## src/rtl/kbd_pkg.sv

```systemverilog
// Shared definitions for the PS/2 set-2 keyboard event decoder:
// FSM state encoding and the scancodes the decoder treats specially.
package kbd_pkg;

   typedef enum logic [2:0] {
      S_IDLE    = 3'd0,
      S_EXT     = 3'd1,
      S_BRK     = 3'd2,
      S_EXT_BRK = 3'd3,
      S_OUT     = 3'd4
   } kbd_state_t;

   localparam logic [7:0] SC_NULL   = 8'h00;
   localparam logic [7:0] SC_E0     = 8'hE0;
   localparam logic [7:0] SC_F0     = 8'hF0;
   localparam logic [7:0] SC_LSHIFT = 8'h12;
   localparam logic [7:0] SC_RSHIFT = 8'h59;
   localparam logic [7:0] SC_CTRL   = 8'h14;
   localparam logic [7:0] SC_CAPS   = 8'h58;
   localparam logic [7:0] SC_SPACE  = 8'h29;
   localparam logic [7:0] SC_ENTER  = 8'h5A;
   localparam logic [7:0] SC_BKSP   = 8'h66;

endpackage

```

## src/rtl/scancode_ascii_rom.sv

```systemverilog
// Combinational set-2 scancode to ASCII lookup (non-extended make codes only).
module scancode_ascii_rom
   import kbd_pkg::*;
(
   input  logic [7:0] code,
   input  logic       shift,
   input  logic       caps,
   input  logic       ctrl,
   output logic [7:0] ascii
);

   logic [7:0] letter;

   always_comb begin
      letter = 8'h00;
      case (code)
         8'h1C: letter = 8'h61;  8'h32: letter = 8'h62;  8'h21: letter = 8'h63;
         8'h23: letter = 8'h64;  8'h24: letter = 8'h65;  8'h2B: letter = 8'h66;
         8'h34: letter = 8'h67;  8'h33: letter = 8'h68;  8'h43: letter = 8'h69;
         8'h3B: letter = 8'h6A;  8'h42: letter = 8'h6B;  8'h4B: letter = 8'h6C;
         8'h3A: letter = 8'h6D;  8'h31: letter = 8'h6E;  8'h44: letter = 8'h6F;
         8'h4D: letter = 8'h70;  8'h15: letter = 8'h71;  8'h2D: letter = 8'h72;
         8'h1B: letter = 8'h73;  8'h2C: letter = 8'h74;  8'h3C: letter = 8'h75;
         8'h2A: letter = 8'h76;  8'h1D: letter = 8'h77;  8'h22: letter = 8'h78;
         8'h35: letter = 8'h79;  8'h1A: letter = 8'h7A;
         default: letter = 8'h00;
      endcase
   end

   always_comb begin
      ascii = 8'h00;
      if (letter != 8'h00) begin
         // Control characters take priority over case selection.
         if (ctrl)              ascii = letter - 8'h60;
         else if (shift ^ caps) ascii = letter - 8'h20;
         else                   ascii = letter;
      end else begin
         case (code)
            8'h45: ascii = 8'h30;  8'h16: ascii = 8'h31;  8'h1E: ascii = 8'h32;
            8'h26: ascii = 8'h33;  8'h25: ascii = 8'h34;  8'h2E: ascii = 8'h35;
            8'h36: ascii = 8'h36;  8'h3D: ascii = 8'h37;  8'h3E: ascii = 8'h38;
            8'h46: ascii = 8'h39;
            SC_SPACE: ascii = 8'h20;
            SC_ENTER: ascii = 8'h0D;
            SC_BKSP:  ascii = 8'h08;
            default:  ascii = 8'h00;
         endcase
      end
   end

endmodule

```

## src/rtl/kbd_event_decoder.sv

```systemverilog
// Assembles PS/2 set-2 byte sequences (E0/F0 prefixes) into key events,
// tracking modifiers, a one-key typematic detector and a press counter.
module kbd_event_decoder
   import kbd_pkg::*;
(
   input  logic       clk,
   input  logic       rst,
   input  logic       in_valid,
   input  logic [7:0] in_data,
   output logic       in_ready,
   output logic       ev_valid,
   input  logic       ev_ready,
   output logic [7:0] ev_code,
   output logic       ev_ext,
   output logic       ev_press,
   output logic       ev_repeat,
   output logic [7:0] ev_ascii,
   output logic       shift,
   output logic       ctrl,
   output logic       caps,
   output logic [7:0] press_count
);

   kbd_state_t state_q, state_d;
   logic [7:0] code_q, code_d, ascii_q, ascii_d, count_q, count_d, held_code_q, held_code_d;
   logic       ext_q, ext_d, press_q, press_d, rep_q, rep_d;
   logic       held_vld_q, held_vld_d, held_ext_q, held_ext_d;
   logic       lshift_q, lshift_d, rshift_q, rshift_d, ctrl_q, ctrl_d, caps_q, caps_d;
   logic       pfx_ext, pfx_brk, is_make, is_rep;
   logic [7:0] rom_ascii;

   scancode_ascii_rom u_rom (
      .code  (in_data),
      .shift (lshift_q | rshift_q),
      .caps  (caps_q),
      .ctrl  (ctrl_q),
      .ascii (rom_ascii)
   );

   assign pfx_ext = (state_q == S_EXT) || (state_q == S_EXT_BRK);
   assign pfx_brk = (state_q == S_BRK) || (state_q == S_EXT_BRK);
   assign is_make = !pfx_brk;
   assign is_rep  = is_make && held_vld_q && (held_ext_q == pfx_ext) && (held_code_q == in_data);

   always_comb begin
      state_d     = state_q;
      code_d      = code_q;
      ascii_d     = ascii_q;
      ext_d       = ext_q;
      press_d     = press_q;
      rep_d       = rep_q;
      count_d     = count_q;
      held_vld_d  = held_vld_q;
      held_ext_d  = held_ext_q;
      held_code_d = held_code_q;
      lshift_d    = lshift_q;
      rshift_d    = rshift_q;
      ctrl_d      = ctrl_q;
      caps_d      = caps_q;
      if (state_q == S_OUT) begin
         if (ev_ready) state_d = S_IDLE;
      end else if (in_valid && in_data != SC_NULL) begin
         if (in_data == SC_E0) begin
            state_d = pfx_brk ? S_EXT_BRK : S_EXT;
         end else if (in_data == SC_F0) begin
            state_d = pfx_ext ? S_EXT_BRK : S_BRK;
         end else begin
            // Final byte: latch the event and apply all side effects on this edge.
            state_d = S_OUT;
            code_d  = in_data;
            ext_d   = pfx_ext;
            press_d = is_make;
            rep_d   = is_rep;
            ascii_d = (pfx_ext || pfx_brk) ? 8'h00 : rom_ascii;
            if (is_make) begin
               held_vld_d  = 1'b1;
               held_ext_d  = pfx_ext;
               held_code_d = in_data;
            end else if (held_vld_q && held_ext_q == pfx_ext && held_code_q == in_data) begin
               held_vld_d  = 1'b0;
            end
            if (is_make && !is_rep) count_d = count_q + 8'd1;
            if (!pfx_ext && in_data == SC_LSHIFT) lshift_d = is_make;
            if (!pfx_ext && in_data == SC_RSHIFT) rshift_d = is_make;
            if (in_data == SC_CTRL) ctrl_d = is_make;
            if (is_make && !is_rep && in_data == SC_CAPS) caps_d = !caps_q;
         end
      end
   end

   always_ff @(posedge clk) begin
      if (!rst) begin
         state_q     <= S_IDLE;
         code_q      <= 8'h00;
         ascii_q     <= 8'h00;
         ext_q       <= 1'b0;
         press_q     <= 1'b0;
         rep_q       <= 1'b0;
         count_q     <= 8'h00;
         held_vld_q  <= 1'b0;
         held_ext_q  <= 1'b0;
         held_code_q <= 8'h00;
         lshift_q    <= 1'b0;
         rshift_q    <= 1'b0;
         ctrl_q      <= 1'b0;
         caps_q      <= 1'b0;
      end else begin
         state_q     <= state_d;
         code_q      <= code_d;
         ascii_q     <= ascii_d;
         ext_q       <= ext_d;
         press_q     <= press_d;
         rep_q       <= rep_d;
         count_q     <= count_d;
         held_vld_q  <= held_vld_d;
         held_ext_q  <= held_ext_d;
         held_code_q <= held_code_d;
         lshift_q    <= lshift_d;
         rshift_q    <= rshift_d;
         ctrl_q      <= ctrl_d;
         caps_q      <= caps_d;
      end
   end

   assign in_ready    = (state_q != S_OUT);
   assign ev_valid    = (state_q == S_OUT);
   assign ev_code     = code_q;
   assign ev_ext      = ext_q;
   assign ev_press    = press_q;
   assign ev_repeat   = rep_q;
   assign ev_ascii    = ascii_q;
   assign shift       = lshift_q | rshift_q;
   assign ctrl        = ctrl_q;
   assign caps        = caps_q;
   assign press_count = count_q;

endmodule

```

## config.mk

```make
export PLATFORM = sky130hd
export DESIGN_NAME = kbd_event_decoder
export DESIGN_NICKNAME = d
export VERILOG_FILES = /design/src/rtl/kbd_pkg.sv /design/src/rtl/scancode_ascii_rom.sv /design/src/rtl/kbd_event_decoder.sv
export SDC_FILE = /design/constraint.sdc
export NUM_CORES = 1
export LEC_CHECK = 0
export CORE_UTILIZATION = 55
export CTS_BUF_LIST = sky130_fd_sc_hd__clkbuf_4 sky130_fd_sc_hd__clkbuf_8 sky130_fd_sc_hd__clkbuf_16
export DETAILED_ROUTE_END_ITERATION = 6
export MAX_ROUTING_LAYER = met4
export PLACE_DENSITY = 0.81
export SLEW_MARGIN = 20
export SYNTH_ARGS = -nofsm -noshare
export SYNTH_HDL_FRONTEND = slang
export SYNTH_SLANG_ARGS = --single-unit
export TNS_END_PERCENT = 1
```

## constraint.sdc

```tcl
create_clock -name clk -period 4.53 [get_ports clk]
set_clock_uncertainty 0.05 [all_clocks]
set_input_delay 0.6795 -clock clk [delete_from_list [all_inputs] [get_ports clk]]
set_output_delay 0.6795 -clock clk [all_outputs]
set_load 0.01 [all_outputs]
```

==> results of run 1 <==
## stage by stage
step | worst slack [ps] | cell area, sq um | hold WS (ps)
after global placement | 599 | 3540 | 391
after CTS | 791 | 3660 | 419
after floorplan | 995 | 3030 | 423
after global routing | 540 | 3660 | 441
after detailed placement | 477 | 3540 | 406
final | 736 | 3660 | 415
## area by class of cell
| cell class | count | area share |
|---|---|---|
| repair buffers | 59 | 0.150 |
| inverters | 12 | 0.0123 |
| multi-input cells | 285 | 0.539 |
| clock inverters | 2 | 0.0106 |
| well taps | 70 | 0.0239 |
| flip-flops and latches | 44 | 0.241 |
| clock buffers | 6 | 0.0226 |
## worst max-delay path, delay by kind of cell
kind                       cells  cell delay [ps]
and+or+nand+nor                3             1350
AOI/OAI and AO/OA              4              940
buffers and inverters          1              560
adders and majority gates      1              450
## final timing paths
kind	end	slack (ps)	depth (start not counted)
worst min register to register	ev_ascii[5]$_SDFFE_PN0P_	410	2
worst max-delay path	ev_ascii[1]$_SDFFE_PN0P_	740	9
worst max register to register	held_ext_q$_SDFFE_PN0P_	2090	10
worst min-delay path	ev_ascii[5]$_SDFFE_PN0P_	410	2
## kinds of logic (layout without fill, tap and decap cells)
kind of cell	count (synthesis)	count (layout)	share of synthesized area
xor gates and xnor gates	18	18	0.0520
buffers and inverters	40	79	0.0586
muxes	24	24	0.0817
and+or+nand+nor	152	152	0.278
adders and majority gates	10	10	0.0413
AOI/OAI and AO/OA	81	81	0.198
DFF	44	44	0.290
## state kept, by name, indices dropped and copies added (netlist names), 3 cells and up
register / cells
press_count: 8
ev_code: 8
ev_ascii: 8
state_q: 3
held_code_q: 8
## report_power, final
| group | internal (mW) | switching, mW | leakage [nW] | total [mW] |
|---|---|---|---|---|
| sequential | 0.402 | 0.0108 | 0.358 | 0.413 |
| clock | 0.180 | 0.139 | 0.0614 | 0.319 |
| combinational | 0.0943 | 0.116 | 0.962 | 0.210 |
## synth_stat cells (all sizes together), types with 10 or more instances
cell type	number
a21boi	13
xnor2	14
o21ai	10
a21oi	13
buf	14
dfxtp	44
ha	10
clkbuf	14
inv	12
nand2	41
nor3	12
mux2i	21
nor2b	32
and2	12
## layer usage
| metal | wire (microns) | share of wire | up-vias | GRT usage |
|---|---|---|---|---|
| li1 | - | - | 1394 | - |
| met1 | 3730 | 0.46 | 1375 | 0.394 |
| met2 | 3910 | 0.48 | 93 | 0.475 |
| met3 | 368 | 0.045 | 11 | 0.0407 |
| met4 | 116 | 0.014 | 0 | 0.0904 |
| met5 | 0 | 0 | - | - |
==> metrics.txt, run 1 <==
outcome complete, no violations; Post-synth EDFFs 0; Synth Flop Type dfxtp_1; final non-filler cell total between 400 and 500; Root Driver clkbuf_8; Max Root-Sink Buffers 2; Synth top area share 0.290; Layout fillers approximately 450; area taken by multi-input logic gates slightly below 2000 sq um; CTS tree done; DRC 0; # setup viols final 0; Max rail drop VDD 204 uV; post_cts resized 0; placed insts 470; Die Wd ~76 microns; Slowest-stage cell, CP or4b_4; Syn Std Cell Area around 3000 sq um; Core Util, Final 0.703; Hold Fails Final Rpt 0; Worst Path Arrival 3980 ps; Cells after Synth 369; Detailed Place HPWL roughly 5.8 mm; # diodes 0; commonest non-fill, non-tap cell in the layout dfxtp_1; crit path from in_data[0]; clk sink count 44; flops & latches, synth 44; Total GRT Usage 0.299; Area growth syn-to-layout 20.7%; WL/cell roughly 17 microns; Leakage ~1.4 nW; Die Ht approximately 76 microns; TritonCTS buffer count 5; Tot Pwr 0.942 mW; DR iter-0 viols 268; GRT overflow 0; total negative slack 0 ps; CP Max Fanout 13; first-pass iteration count of the detailed router 7; hold path startpoint ev_ascii[5]$_SDFFE_PN0P_; Post-synth ARST share 0; CP Cell Sequence clkdlybuf4s50_1, ha_1, nand2b_1, a21boi_0, a221oi_1, or4b_4, or4_4, o31a_1, o21ai_2; critical path class in -> reg; Rows 26; Pins Over Slew Limit 0; power density cells between 200 and 300 nW/um^2; Tightest Hold Check Type reg -> reg; Fmax 0.264 GHz; Final period util 0.837; top cells by area, synth dfxtp_1 (29%), mux2i_1 (6.9%), nor2b_1 (6.6%); Worst Tran Pin Value 799 ps; critical path launch point type primary input; via count about 2,900; # H-tree levels 2; syn nets between 300 and 400; Die Area approximately 5800 sq um; # nets final around 430; I/O Buffers 43; Worst R2R Start state_q[1]$_SDFFE_PN0P_; Hold Buf Count CTS 0; register area share after synthesis 0.290; CORE AREA 5200 sq um; fraction of layout cells with a size suffix above 1 0.103; Crit path largest cell delay between 500 and 600 ps; Synth cell types 65; initial antenna violation count 0; vias per cell approximately 6.0; setup repair after global routing missed its margin false; remaining antenna violation count after routing 0; Placer Congestion 0.910; most area-hungry cell type in the Yosys netlist dfxtp_1; commonest cells after routing, fill and taps aside dfxtp_1 (44), clkdlybuf4s50_1 (43), nand2_1 (41), nor2b_1 (32), mux2i_1 (21); worst skew pair latency about 300 ps; Avg Cell Area, Syn between 8 and 9 sq um; CP endpoint kind flop; final wirelength 8.13 mm; largest net degree at the start of global routing 43; Yosys warnings 0; register area around 900 sq um; slew margin rel. 0.466; first-pass GRT wire length approximately 14 mm; Initial Util 0.583; Clock transition at path regs 90 ps; vias in the first global route 2,749; CP required between 4000 and 5000 ps; fin crit period between 3000 and 4000 ps; I/O Pins 44; max_cap viols 0; Post-CTS Setup Bufs 0
Note: power is estimated with default switching activity, not from simulation.
==> inputs of run 2 (changes only) <==
Clock period 4.53 ns to 3.7 ns, I/O delays scaled along.
==> run 2 against run 1 <==
Combinational power grew 32%. Total power increased by 23%. Via count is 4.6% higher. Core utilization is 3.3 points higher. First-iteration DRC count fell by 27%. Final cell count up 4.6%. Sequential power is 23% higher. Worst setup slack got worse by 420 ps. Critical path depth rose by 1. Critical endpoint unchanged.
==> metrics.txt, run 2 (same netlist as run 1, synthesis figures left out) <==
Worst Tran Pin Value 708 ps (-91.1 ps); Post-Route Hold Slack 402 ps (-13.2 ps); CP Cell Sequence clkdlybuf4s50_1, inv_1, ha_1, nand3b_1, o2111ai_1, a41oi_1, or4b_4, or4_4, o31a_1, o21ai_2; Die Wd 76.3 microns (unchanged); Tightest Hold Check Type reg -> reg; TritonCTS buffer count 5 (unchanged); Clock transition at path regs 90 ps (about the same); path depth of the worst reg2reg path 9 (-1); critical path launch point type primary input; total negative slack 0 ps (unchanged); remaining antenna violation count after routing 0 (unchanged); # setup viols final 0 (unchanged); Core Util, Final 0.736 (+0.0329); Area growth syn-to-layout 26.3%; critical path class in -> reg; Max rail drop VDD 294 uV (+44%); Slowest-stage cell, CP clkdlybuf4s50_1; I/O Pins 44 (unchanged); Detailed Place HPWL 6.14 mm (+6.1%); Root Driver clkbuf_8; Die Ht 76.3 microns (unchanged); GRT overflow 0 (unchanged); DR iter-0 viols 196 (-27%); first-pass iteration count of the detailed router 7 (unchanged); Crit path largest cell delay 570 ps (about the same); RR Endpoint ev_ascii[7]$_SDFFE_PN0P_; first-pass GRT wire length 14.2 mm (+3.6%); Top delay family on crit path simple AND/OR/NAND/NOR gates; final wirelength 8.32 mm (+2.4%); CORE AREA 5200 sq um (unchanged); slew margin rel. 0.527 (+0.0609); outcome complete, no violations; Worst path depth 10 (+1); Post-CTS Setup Bufs 0 (unchanged); # H-tree levels 2 (unchanged); post_cts resized 0 (unchanged); Hold Buf Count CTS 0 (unchanged); Pins Over Slew Limit 0 (unchanged); Setup WS pre-CTS 16.3 ps (-461 ps); commonest non-fill, non-tap cell in the layout dfxtp_1; Placer Congestion 0.894 (-1.7%); I/O Buffers 43 (unchanged); DRC 0 (unchanged); Leakage 1.49 nW (+7.6%); CTS tree done; largest net degree at the start of global routing 43 (unchanged); Bufs and invs on worst path 2 (+1); # nets final 451 (+5.1%); crit path from in_data[0]; fraction of layout cells with a size suffix above 1 0.149 (+0.0459); power density cells 304 nW/um^2 (+18%); Final period util 0.915; CP endpoint kind flop; Max Root-Sink Buffers 2 (unchanged); CP endpoint ev_ascii[1]$_SDFFE_PN0P_; vias in the first global route 2,984 (+8.5%); WL/cell 16.6 microns (-2.1%); via count 3,004 (+4.6%); Initial Util 0.583 (unchanged); Layout fillers 404 (-9.6%); fin crit period between 3000 and 4000 ps; setup repair after global routing missed its margin false; Rows 26 (unchanged); Fmax between 0.2 and 0.3 GHz; CP Max Fanout 6 (-7); clk sink count 44 (unchanged); Total GRT Usage 0.312 (+0.0135); CP required 3900 ps (-820 ps); Worst Path Arrival 3580 ps (-400 ps); Die Area 5820 sq um (unchanged); commonest cells after routing, fill and taps aside dfxtp_1 (44), clkdlybuf4s50_1 (43), nand2_1 (41), buf_4 (37), nor2b_1 (32); Hold Fails Final Rpt 0 (unchanged); # diodes 0 (unchanged); fin worst setup slack 313 ps (-423 ps); Worst R2R Start state_q[1]$_SDFFE_PN0P_; worst skew pair latency 310 ps (about the same); initial antenna violation count 0 (unchanged); vias per cell 6.01 (about the same); max_cap viols 0 (unchanged); Tot Pwr 1.16 mW (+23%); flop2flop setup slack 1370 ps (-720 ps)
==> run 2: cell types whose count changed in the layout (fill, tap and decap cells not counted), sizes merged <==
cell / change
inv: +1
clkbuf: -1
clkinvlp: +1
buf: +22
clkinv: -1
==> run 2: worst min-delay path by stage <==
stage,endpoint,depth (start not counted),start,slack (ps)
after floorplan,ev_ascii[5]$_SDFFE_PN0P_,2,ev_ascii[5]$_SDFFE_PN0P_,420
after global placement,ev_ascii[1]$_SDFFE_PN0P_,2,ev_ascii[1]$_SDFFE_PN0P_,390
after detailed placement,ev_ascii[5]$_SDFFE_PN0P_,2,ev_ascii[5]$_SDFFE_PN0P_,400
after CTS,ev_ascii[5]$_SDFFE_PN0P_,2,ev_ascii[5]$_SDFFE_PN0P_,410
after global routing,ev_code[1]$_SDFFE_PN0P_,2,ev_code[1]$_SDFFE_PN0P_,440
final,ev_ascii[5]$_SDFFE_PN0P_,2,ev_ascii[5]$_SDFFE_PN0P_,400
==> run 2: cell type report <==
class                      instances  area [sq um]  area share
clock buffer                       5          68.8      0.0180
clock inverter                     3          46.3      0.0121
inverter                          12          45.0      0.0118
multi-input combinational        285          1970       0.515
sequential                        44           881       0.230
tap                               70          87.6      0.0229
timing repair buffer              81           728       0.190
==> run 2: metal layers <==
layer | routed length, microns | global-route usage | vias up
met2 | 3940 | 0.504 | 102
met4 | 195 | 0.140 | 0
met3 | 380 | 0.0527 | 19
met1 | 3800 | 0.382 | 1448
met5 | 0 | - | -
li1 | - | - | 1435
==> run 2: worst reg2reg max path: cells and delay by family (launching register included) <==
family / cells / cell delay [ps]
compound gates: 3 / 820
buf+inv: 1 / 90
flops: 1 / 380
simple gates: 5 / 940
==> run 2: power by group <==
part           switching, mW  internal, mW  total [mW]
Combinational          0.147         0.131       0.278
Sequential            0.0138         0.492       0.506
Clock                  0.176         0.203       0.379
==> run 2: metrics by stage <==
stage,cell area [sq um],cells
2_1_floorplan,3030,369
3_3_place_gp,3720,492
3_5_place_dp,3720,492
4_1_cts,3830,500
5_1_grt,3830,500
6_report,3830,500
